==> config.mk <==
export PLATFORM = sky130hd
export DESIGN_NAME = tahmin_oyunu
export DESIGN_NICKNAME = d
export VERILOG_FILES = /design/src/rtl/tahmin_oyunu_pkg.sv /design/src/rtl/tahmin_oyunu_tablo.sv /design/src/rtl/tahmin_oyunu.sv
export SDC_FILE = /design/constraint.sdc
export NUM_CORES = 1
export LEC_CHECK = 0
export CORE_AREA = 3 3 57 49
export DETAILED_ROUTE_END_ITERATION = 7
export DIE_AREA = 0 0 60 52
export PLACE_DENSITY = 0.81
export SETUP_SLACK_MARGIN = 0.02
export SKIP_LAST_GASP = 1
export SLEW_MARGIN = 25
export SYNTH_ARGS = -nofsm -noshare
export SYNTH_HDL_FRONTEND = slang
export SYNTH_SLANG_ARGS = --single-unit
==> constraint.sdc <==
create_clock -name clk -period 2.82 [get_ports clk]
set_input_delay 0.564 -clock clk [delete_from_list [all_inputs] [get_ports clk]]
set_output_delay 0.564 -clock clk [all_outputs]
set_load 0.05 [all_outputs]
==> src/rtl/tahmin_oyunu_pkg.sv <==
// Shared definitions for the grid guessing game: game state encodings and
// the default cell-value table (entry i = row*SUTUN+col holds value i).
package tahmin_oyunu_pkg;

    typedef enum logic [1:0] {
        BOSTA    = 2'b00,
        OYUN     = 2'b01,
        KAZANDI  = 2'b10,
        KAYBETTI = 2'b11
    } durum_t;

    localparam logic [63:0] TABLO_VARSAYILAN = 64'hFEDCBA9876543210;

endpackage

==> src/rtl/tahmin_oyunu_tablo.sv <==
// tahmin_tablo: combinational cell-value lookup, reusable by display logic.
// Ports:
//   row   in  $clog2(SATIR)  grid row
//   col   in  $clog2(SUTUN)  grid column
//   value out VERI_W         TABLO entry at row*SUTUN+col
module tahmin_tablo
    import tahmin_oyunu_pkg::*;
#(
    parameter int unsigned SATIR  = 4,
    parameter int unsigned SUTUN  = 4,
    parameter int unsigned VERI_W = 4,
    parameter logic [SATIR*SUTUN*VERI_W-1:0] TABLO = TABLO_VARSAYILAN
) (
    input  logic [$clog2(SATIR)-1:0] row,
    input  logic [$clog2(SUTUN)-1:0] col,
    output logic [VERI_W-1:0]        value
);

    localparam int unsigned IDX_W = $clog2(SATIR * SUTUN);

    logic [IDX_W-1:0] idx;

    // Row-major flat index; row/col are always in range, so no bounds guard.
    assign idx   = IDX_W'(row) * IDX_W'(SUTUN) + IDX_W'(col);
    assign value = TABLO[idx*VERI_W +: VERI_W];

endmodule

==> src/rtl/tahmin_oyunu.sv <==
// tahmin_oyunu: sequential grid guessing game.
// The player steps right/down over a SATIR x SUTUN grid; each confirm
// compares the current cell value against a hidden number latched at start.
// Ports:
//   clk, rst_n        clock, asynchronous active-low reset
//   baslat, sayi      start/restart pulse and hidden number sampled with it
//   sag, asagi        single-step right/down pulses
//   onayla            confirm current cell as a guess
//   konum_sag/asagi   current column/row
//   sayi_tahmin       table value at current cell (combinational from position)
//   tahmin_dogru/yanlis  one-cycle result pulses
//   kalan_hak         remaining attempts
//   durum             00 BOSTA, 01 OYUN, 10 KAZANDI, 11 KAYBETTI
//   skor              saturating count of games won since reset
module tahmin_oyunu
    import tahmin_oyunu_pkg::*;
#(
    parameter int unsigned SATIR  = 4,
    parameter int unsigned SUTUN  = 4,
    parameter int unsigned VERI_W = 4,
    parameter int unsigned HAK    = 3,
    parameter int unsigned SKOR_W = 8,
    parameter logic [SATIR*SUTUN*VERI_W-1:0] TABLO = TABLO_VARSAYILAN
) (
    input  logic                       clk,
    input  logic                       rst_n,
    input  logic                       baslat,
    input  logic [VERI_W-1:0]          sayi,
    input  logic                       sag,
    input  logic                       asagi,
    input  logic                       onayla,
    output logic [$clog2(SUTUN)-1:0]   konum_sag,
    output logic [$clog2(SATIR)-1:0]   konum_asagi,
    output logic [VERI_W-1:0]          sayi_tahmin,
    output logic                       tahmin_dogru,
    output logic                       tahmin_yanlis,
    output logic [$clog2(HAK+1)-1:0]   kalan_hak,
    output logic [1:0]                 durum,
    output logic [SKOR_W-1:0]          skor
);

    localparam int unsigned COL_W = $clog2(SUTUN);
    localparam int unsigned ROW_W = $clog2(SATIR);
    localparam int unsigned HAK_W = $clog2(HAK + 1);

    localparam logic [COL_W-1:0] COL_MAX = COL_W'(SUTUN - 1);
    localparam logic [ROW_W-1:0] ROW_MAX = ROW_W'(SATIR - 1);

    durum_t              state_q, state_d;
    logic [VERI_W-1:0]   hidden_q, hidden_d;
    logic [COL_W-1:0]    col_q, col_d;
    logic [ROW_W-1:0]    row_q, row_d;
    logic [HAK_W-1:0]    hak_q, hak_d;
    logic [SKOR_W-1:0]   skor_q, skor_d;
    logic                dogru_q, dogru_d;
    logic                yanlis_q, yanlis_d;
    logic [VERI_W-1:0]   cell_value;

    // Cell value follows the registered position with no added latency.
    tahmin_tablo #(
        .SATIR  (SATIR),
        .SUTUN  (SUTUN),
        .VERI_W (VERI_W),
        .TABLO  (TABLO)
    ) u_tablo (
        .row   (row_q),
        .col   (col_q),
        .value (cell_value)
    );

    // State and datapath registers.
    always_ff @(posedge clk or negedge rst_n) begin
        if (!rst_n) begin
            state_q  <= BOSTA;
            hidden_q <= '0;
            col_q    <= '0;
            row_q    <= '0;
            hak_q    <= '0;
            skor_q   <= '0;
            dogru_q  <= 1'b0;
            yanlis_q <= 1'b0;
        end else begin
            state_q  <= state_d;
            hidden_q <= hidden_d;
            col_q    <= col_d;
            row_q    <= row_d;
            hak_q    <= hak_d;
            skor_q   <= skor_d;
            dogru_q  <= dogru_d;
            yanlis_q <= yanlis_d;
        end
    end

    // Next-state and next-value logic; baslat overrides everything else,
    // and a confirm in play drops any move issued in the same cycle.
    always_comb begin
        state_d  = state_q;
        hidden_d = hidden_q;
        col_d    = col_q;
        row_d    = row_q;
        hak_d    = hak_q;
        skor_d   = skor_q;
        dogru_d  = 1'b0;
        yanlis_d = 1'b0;

        if (baslat) begin
            state_d  = OYUN;
            hidden_d = sayi;
            col_d    = '0;
            row_d    = '0;
            hak_d    = HAK_W'(HAK);
        end else if (state_q == OYUN) begin
            if (onayla) begin
                if (cell_value == hidden_q) begin
                    dogru_d = 1'b1;
                    state_d = KAZANDI;
                    if (!(&skor_q)) begin
                        skor_d = skor_q + SKOR_W'(1);
                    end
                end else begin
                    yanlis_d = 1'b1;
                    hak_d    = hak_q - HAK_W'(1);
                    if (hak_q == HAK_W'(1)) begin
                        state_d = KAYBETTI;
                    end
                end
            end else begin
                if (sag && (col_q != COL_MAX)) begin
                    col_d = col_q + COL_W'(1);
                end
                if (asagi && (row_q != ROW_MAX)) begin
                    row_d = row_q + ROW_W'(1);
                end
            end
        end
    end

    assign konum_sag     = col_q;
    assign konum_asagi   = row_q;
    assign sayi_tahmin   = cell_value;
    assign tahmin_dogru  = dogru_q;
    assign tahmin_yanlis = yanlis_q;
    assign kalan_hak     = hak_q;
    assign durum         = state_q;
    assign skor          = skor_q;

endmodule

==> impl_metrics.json, run 1 <==
{
  "dieArea_um2": 3120,
  "htreeDepth": 1,
  "final_cells": 154,
  "yosys_most_used_dff": "dfrtp_1",
  "max_cap_violations": 0,
  "tightest_slew_ns": 0.5074,
  "cts_buffer_depth": 2,
  "status": "complete, no violations",
  "synthCells": 96,
  "hp-class": "flop to flop",
  "cp_max_fo": 5,
  "ios": 32,
  "finClkSkew_ns": 0.01472,
  "power-per-cell-area_nw_per_um2": 630.9,
  "fin_crit_sh_pct": 78.20,
  "n_antenna_cell": 0,
  "rsz0062_at_grt": "false",
  "cpPeakStageDelay_ns": 0.85,
  "cts_tree": "yes",
  "core_um2": 2322,
  "synth-edff-count": 0,
  "setup_violations": 0,
  "antenna_left": 0,
  "grtUsageMet1_pct": 22.22,
  "dpl.hpwl_um": 1700,
  "avgSynthCellArea_um2": 11.63,
  "postCtsHoldBufs": 0,
  "vias_per_cell": 5.383,
  "ctsResizeCount": 0,
  "placedCellCount": 150,
  "crit_required_ns": 2.26,
  "syn_to_final_growth_pct": 32.85,
  "start_util_pct": 48.06,
  "p_leak_nw": 0.6388,
  "ys_types": 31,
  "die_h_um": 52,
  "drc": 0,
  "final_nets": 142,
  "fill_cells": 192,
  "wirelength_um": 2162,
  "post-cts-setup-buffer-count": 0,
  "wl_per_cell_um": 14.04,
  "critPathSlowestCell": "clkdlybuf4s50_1",
  "top_usage_layer": "met2",
  "fp-row-count": 16,
  "finalHoldViolCount": 0,
  "drive_above_1_share_pct": 11.81,
  "tns_ns": 0,
  "antenna_found_initial": 0,
  "fmax_ghz": 0.4535,
  "crit_type": "flop to primary output",
  "grt_use_met3_pct": 3.226,
  "drt-pass1-iter-count": 4,
  "gp_congestion": 0.8832,
  "place_area_um2": 1430,
  "numCtsBuffers": 3,
  "worstSetupStartpointType": "flop",
  "use_met2_pct": 25.00,
  "cts_sinks": 22,
  "worst-path-buf-inv": 1,
  "clk_pin_slew_ns": 0.13,
  "yosys_warnings": 0,
  "design_area_um2": 1483,
  "synth-seq-cells": 22,
  "seq_area_frac_synth_pct": 49.33,
  "grt_max_degree": 23,
  "cp-end-kind": "primary output",
  "port_buffers": 31,
  "relSlewSlack_pct": 66.07,
  "path_cells": "clkdlybuf4s50_1",
  "grt_usage_pct": 15.90,
  "drv_slew": 0,
  "ir_drop_mv": 0.5063,
  "async_reset_ff_share_pct": 100.0,
  "grt_pass1_vias": 811,
  "critPathTopFamily": "buffers and inverters",
  "drtIter0Drc": 40,
  "num_vias": 829,
  "critPathArrivalTime_ns": 1.64,
  "synth_nets": 110,
  "fin_crit_ns": 2.205,
  "clockRootBuffer": "clkbuf_4",
  "clk_latency_ns": 0.31,
  "netlist_area_um2": 1116,
  "grt_overflow": 0,
  "die_x_um": 60,
  "grt_pass1_wl_um": 3753
}
==> registers in the layout (all words and copies together) (netlist names) <==
name           count
konum_sag          2
konum_asagi        2
tahmin_dogru       1
hidden_q           4
tahmin_yanlis      1
kalan_hak          2
durum              2
skor               8
==> cell families (layout without fill, tap and decap cells) <==
logic type / after synthesis / in the layout / synth area share (%)
multiplexers: 9 / 9 / 8.856
AND/OR/NAND/NOR: 30 / 30 / 16.93
XOR/XNOR: 12 / 12 / 9.417
buffers and inverters: 11 / 42 / 5.717
flip-flops: 22 / 22 / 49.33
AO/OA/AOI/OAI: 8 / 8 / 5.269
adder cells (fa/ha/maj): 4 / 4 / 4.484
==> cells in the mapped netlist, drive strengths merged (3+ instances only) <==
cell type | instances | area [um^2]
nand3b | 3 | 22.52
dfrtp | 22 | 550.5
nor2 | 8 | 30.03
nand4 | 3 | 18.77
mux2 | 7 | 78.82
nor3 | 5 | 25.02
xor2 | 5 | 43.79
xnor2 | 7 | 61.31
ha | 4 | 50.05
buf | 5 | 41.29
inv | 5 | 18.77
==> path summary, 6_finish.rpt <==
kind                       cells past startpoint                  startpoint              endpoint  slack [ns]
setup / recovery                               1  konum_asagi[0]$_DFFE_PN0P_        sayi_tahmin[2]        0.61
min in group asynchronous                      2                       rst_n   skor[3]$_DFFE_PN0P_        0.57
max in group asynchronous                      2                       rst_n  durum[1]$_DFFE_PN0P_        2.01
hold / removal                                 1         skor[0]$_DFFE_PN0P_   skor[0]$_DFFE_PN0P_        0.53
setup reg to reg                               4    konum_sag[1]$_DFFE_PN0P_   skor[1]$_DFFE_PN0P_        0.72
hold reg to reg                                1         skor[0]$_DFFE_PN0P_   skor[0]$_DFFE_PN0P_        0.53
==> layer usage <==
layer | wire (um) | vias to the layer above
met5 | 0 | -
met4 | 19 | 0
met3 | 77 | 2
li1 | - | 396
met1 | 968 | 409
met2 | 1097 | 22
==> cell type report <==
| class | count | area [um^2] | area share, % |
|---|---|---|---|
| flip-flops and latches | 22 | 550.5 | 37.13 |
| multi-input cells | 63 | 501.7 | 33.84 |
| repair buffers | 33 | 325.3 | 21.94 |
| well taps | 27 | 33.78 | 2.278 |
| clock inverters | 1 | 30.03 | 2.025 |
| clock buffers | 3 | 22.52 | 1.519 |
| inverters | 5 | 18.77 | 1.266 |
==> report_power, final <==
group | internal, mW | total (mW) | leakage [nW] | switching [mW]
clock | 0.144 | 0.238 | 0.0279 | 0.0943
sequential | 0.349 | 0.386 | 0.270 | 0.0370
combinational | 0.119 | 0.311 | 0.341 | 0.192
==> worst reg2reg max path, cell delays in order, from the launching register on <==
cell and delay, ns:
dfrtp_1 0.45, xnor2_1 0.27, nand4_1 0.45, nor3_1 0.44
mux2_2 0.37
==> placed cells by master (no fill, tap or decap), types with 2 or more instances in the layout <==
cell type | netlist | final
clkdlybuf4s50_1 | 0 | 31
o21ai_0 | 2 | 2
dfrtp_1 | 22 | 22
nor2_1 | 8 | 8
clkbuf_4 | 0 | 3
nand2_1 | 2 | 2
nand2b_1 | 2 | 2
inv_1 | 5 | 5
nand4_1 | 3 | 3
nand3b_1 | 3 | 3
xor2_1 | 5 | 5
ha_1 | 4 | 4
mux2i_1 | 2 | 2
xnor2_1 | 7 | 7
nor3_1 | 5 | 5
mux2_2 | 6 | 6
buf_4 | 4 | 2
==> metrics by stage <==
stage / util, % / power, mW / hold WS, ns / worst slack, ns
after floorplan: - / 0.6006 / 0.2684 / 0.9402
after global placement: 61.58 / 0.6968 / 0.5171 / 0.5535
after detailed placement: 61.58 / 0.7066 / 0.5176 / 0.4891
after CTS: 63.85 / 0.9483 / 0.5361 / 0.6041
after global routing: 63.85 / 0.9855 / 0.5555 / 0.5520
final: 63.85 / 0.9354 / 0.5317 / 0.6149
(Power assumes the default switching activity.)
==> inputs of run 2 (changes only) <==
--- a/config.mk
+++ b/config.mk
@@ -5,10 +5,10 @@
 export SDC_FILE = /design/constraint.sdc
 export NUM_CORES = 1
 export LEC_CHECK = 0
-export CORE_AREA = 3 3 57 49
+export CORE_AREA = 3 3 62 53
 export DETAILED_ROUTE_END_ITERATION = 7
-export DIE_AREA = 0 0 60 52
-export PLACE_DENSITY = 0.81
+export DIE_AREA = 0 0 65 56
+export PLACE_DENSITY = 0.72
 export SETUP_SLACK_MARGIN = 0.02
 export SKIP_LAST_GASP = 1
 export SLEW_MARGIN = 25
==> constraint.sdc (replaced) <==
create_clock -name clk -period 1.8 [get_ports clk]
set_input_delay 0.36 -clock clk [delete_from_list [all_inputs] [get_ports clk]]
set_output_delay 0.36 -clock clk [all_outputs]
set_load 0.05 [all_outputs]
==> impl_metrics.json, run 2 (synthesis gave the netlist of run 1 again) <==
{
  "max_cap_violations": 0,
  "use_met2_pct": 23.32,
  "r2r_slack_ns": 0.12,
  "crit_type": "flop to flop",
  "grt_overflow": 0,
  "setup_ws_ns": 0.1175,
  "placedCellCount": 170,
  "grt_use_met3_pct": 4.040,
  "final_nets": 152,
  "rsz0062_at_grt": "false",
  "cts_buffer_depth": 2,
  "finalHoldViolCount": 0,
  "worstReg2RegEnd": "skor[6]$_DFFE_PN0P_",
  "fin_crit_ns": 1.683,
  "dpl.hpwl_um": 1835,
  "die_x_um": 65,
  "drtIter0Drc": 27,
  "drive_above_1_share_pct": 40.15,
  "grt_usage_pct": 13.22,
  "worstSetupStartpointType": "flop",
  "critPathArrivalTime_ns": 1.89,
  "drv_slew": 0,
  "cpPeakStageDelay_ns": 0.44,
  "num_vias": 843,
  "top_usage_layer": "met2",
  "clk_pin_slew_ns": 0.11,
  "fmax_ghz": 0.5943,
  "gp_congestion": 0.8280,
  "place_area_um2": 1461,
  "final_common_cell": "buf_4",
  "drt-pass1-iter-count": 4,
  "hp-class": "primary input to async pin",
  "most-common-layout-cells": "buf_4 (34), dfrtp_1 (18), clkdlybuf4s50_1 (9), nor2_1 (8), mux2_2 (6)",
  "die_h_um": 56,
  "dieArea_um2": 3640,
  "postCtsHoldBufs": 0,
  "grtUsageMet1_pct": 15.82,
  "port_buffers": 31,
  "fp-row-count": 17,
  "antenna_left": 0,
  "largest_reg_flops": 8,
  "r2r-start": "konum_sag[0]$_DFFE_PN0P_",
  "cts_sinks": 22,
  "ios": 32,
  "cp-end-kind": "flop",
  "wl_per_cell_um": 13.42,
  "design_area_um2": 1533,
  "n_antenna_cell": 0,
  "vias_per_cell": 4.817,
  "wirelength_um": 2348,
  "final_cells": 175,
  "clk_latency_ns": 0.31,
  "cp_max_fo": 11,
  "ir_drop_mv": 0.4739,
  "clockRootBuffer": "clkbuf_4",
  "htreeDepth": 1,
  "antenna_found_initial": 0,
  "power-per-cell-area_nw_per_um2": 904.6,
  "p_leak_nw": 0.7207,
  "place_ws_ns": -0.1832,
  "numCtsBuffers": 3,
  "grt_pass1_wl_um": 3767,
  "path_cells": "xnor2_2 -> nand4_1 -> buf_4 -> nor4_4 -> mux2_1",
  "critPathSlowestCell": "dfrtp_2",
  "setup_violations": 0,
  "fin_crit_sh_pct": 93.47,
  "syn_to_final_growth_pct": 37.33,
  "finClkSkew_ns": 0.003744,
  "fill_cells": 229,
  "grt_pass1_vias": 822,
  "status": "complete, no violations",
  "start_util_pct": 41.32,
  "core_um2": 2701,
  "cts_tree": "yes",
  "drc": 0,
  "reg2reg_depth": 5,
  "crit_required_ns": 2.00,
  "grt_max_degree": 23,
  "tightest_slew_ns": 0.3466,
  "relSlewSlack_pct": 76.58
}
==> run 2: cell count changes in the layout (fill, tap and decap cells not counted), sizes merged <==
cell	previous run	this run
buf	2	34
bufinv	1	0
clkdlybuf4s50	31	9
clkbuf	3	4
==> run 2: worst max-delay path: cells and delay by family (launching register included) <==
kind                   cells  cell delay, ns
flip-flops                 1            0.44
AND/OR/NAND/NOR            2            0.38
buffers and inverters      1            0.19
XOR/XNOR                   1            0.22
multiplexers               1            0.34
==> run 2: power by group <==
part	switching [mW]	total [mW]	internal [mW]
combinational	0.315	0.517	0.202
clock	0.143	0.267	0.124
sequential	0.0541	0.603	0.549
==> run 2: stage by stage <==
stage	utilization (%)	setup TNS (ns)	total power [mW]	hold WS, ns
3_5_place_dp	54.10	-0.9211	1.115	0.5038
2_1_floorplan	-	0	0.9427	0.06441
3_3_place_gp	54.10	-0.4481	1.101	0.5047
6_report	56.74	0	1.386	0.3784
5_1_grt	56.74	0	1.461	0.3844
4_1_cts	55.44	0	1.384	0.3786
==> run 2: timing repair <==
action	in CTS	in global routing
buffers inserted	0	1
resized for setup	0	4
hold endpoints to repair	0	0
endpoints found under the setup margin	0	4
==> run 2: per-layer routing <==
layer  vias to the layer above  share of wire (%)
li1                        410                  -
met1                       416                 45
met2                        17                 51
met3                         0                4.1
met4                         0                  0
met5                         -                  0
==> run 2: cell type report <==
class / instances / area [um^2] / share of cell area, %
timing repair buffer: 43 / 345.3 / 22.53
clock buffer: 4 / 36.28 / 2.367
sequential: 22 / 555.5 / 36.24
inverter: 5 / 18.77 / 1.224
multi-input combinational: 63 / 529.3 / 34.53
tap: 38 / 47.55 / 3.102
==> run 2: worst max path at each step <==
stage                                   from                   to  slack, ns  cells past startpoint
floorplan               durum[1]$_DFFE_PN0P_  skor[1]$_DFFE_PN0P_       0.02                      3
global placement                      baslat  skor[1]$_DFFE_PN0P_      -0.15                      4
detailed placement                    baslat  skor[1]$_DFFE_PN0P_      -0.18                      4
CTS                  hidden_q[0]$_DFFE_PN0P_  skor[1]$_DFFE_PN0P_       0.05                      5
global route        konum_sag[0]$_DFFE_PN0P_  skor[6]$_DFFE_PN0P_       0.01                      5
finish              konum_sag[0]$_DFFE_PN0P_  skor[6]$_DFFE_PN0P_       0.12                      5
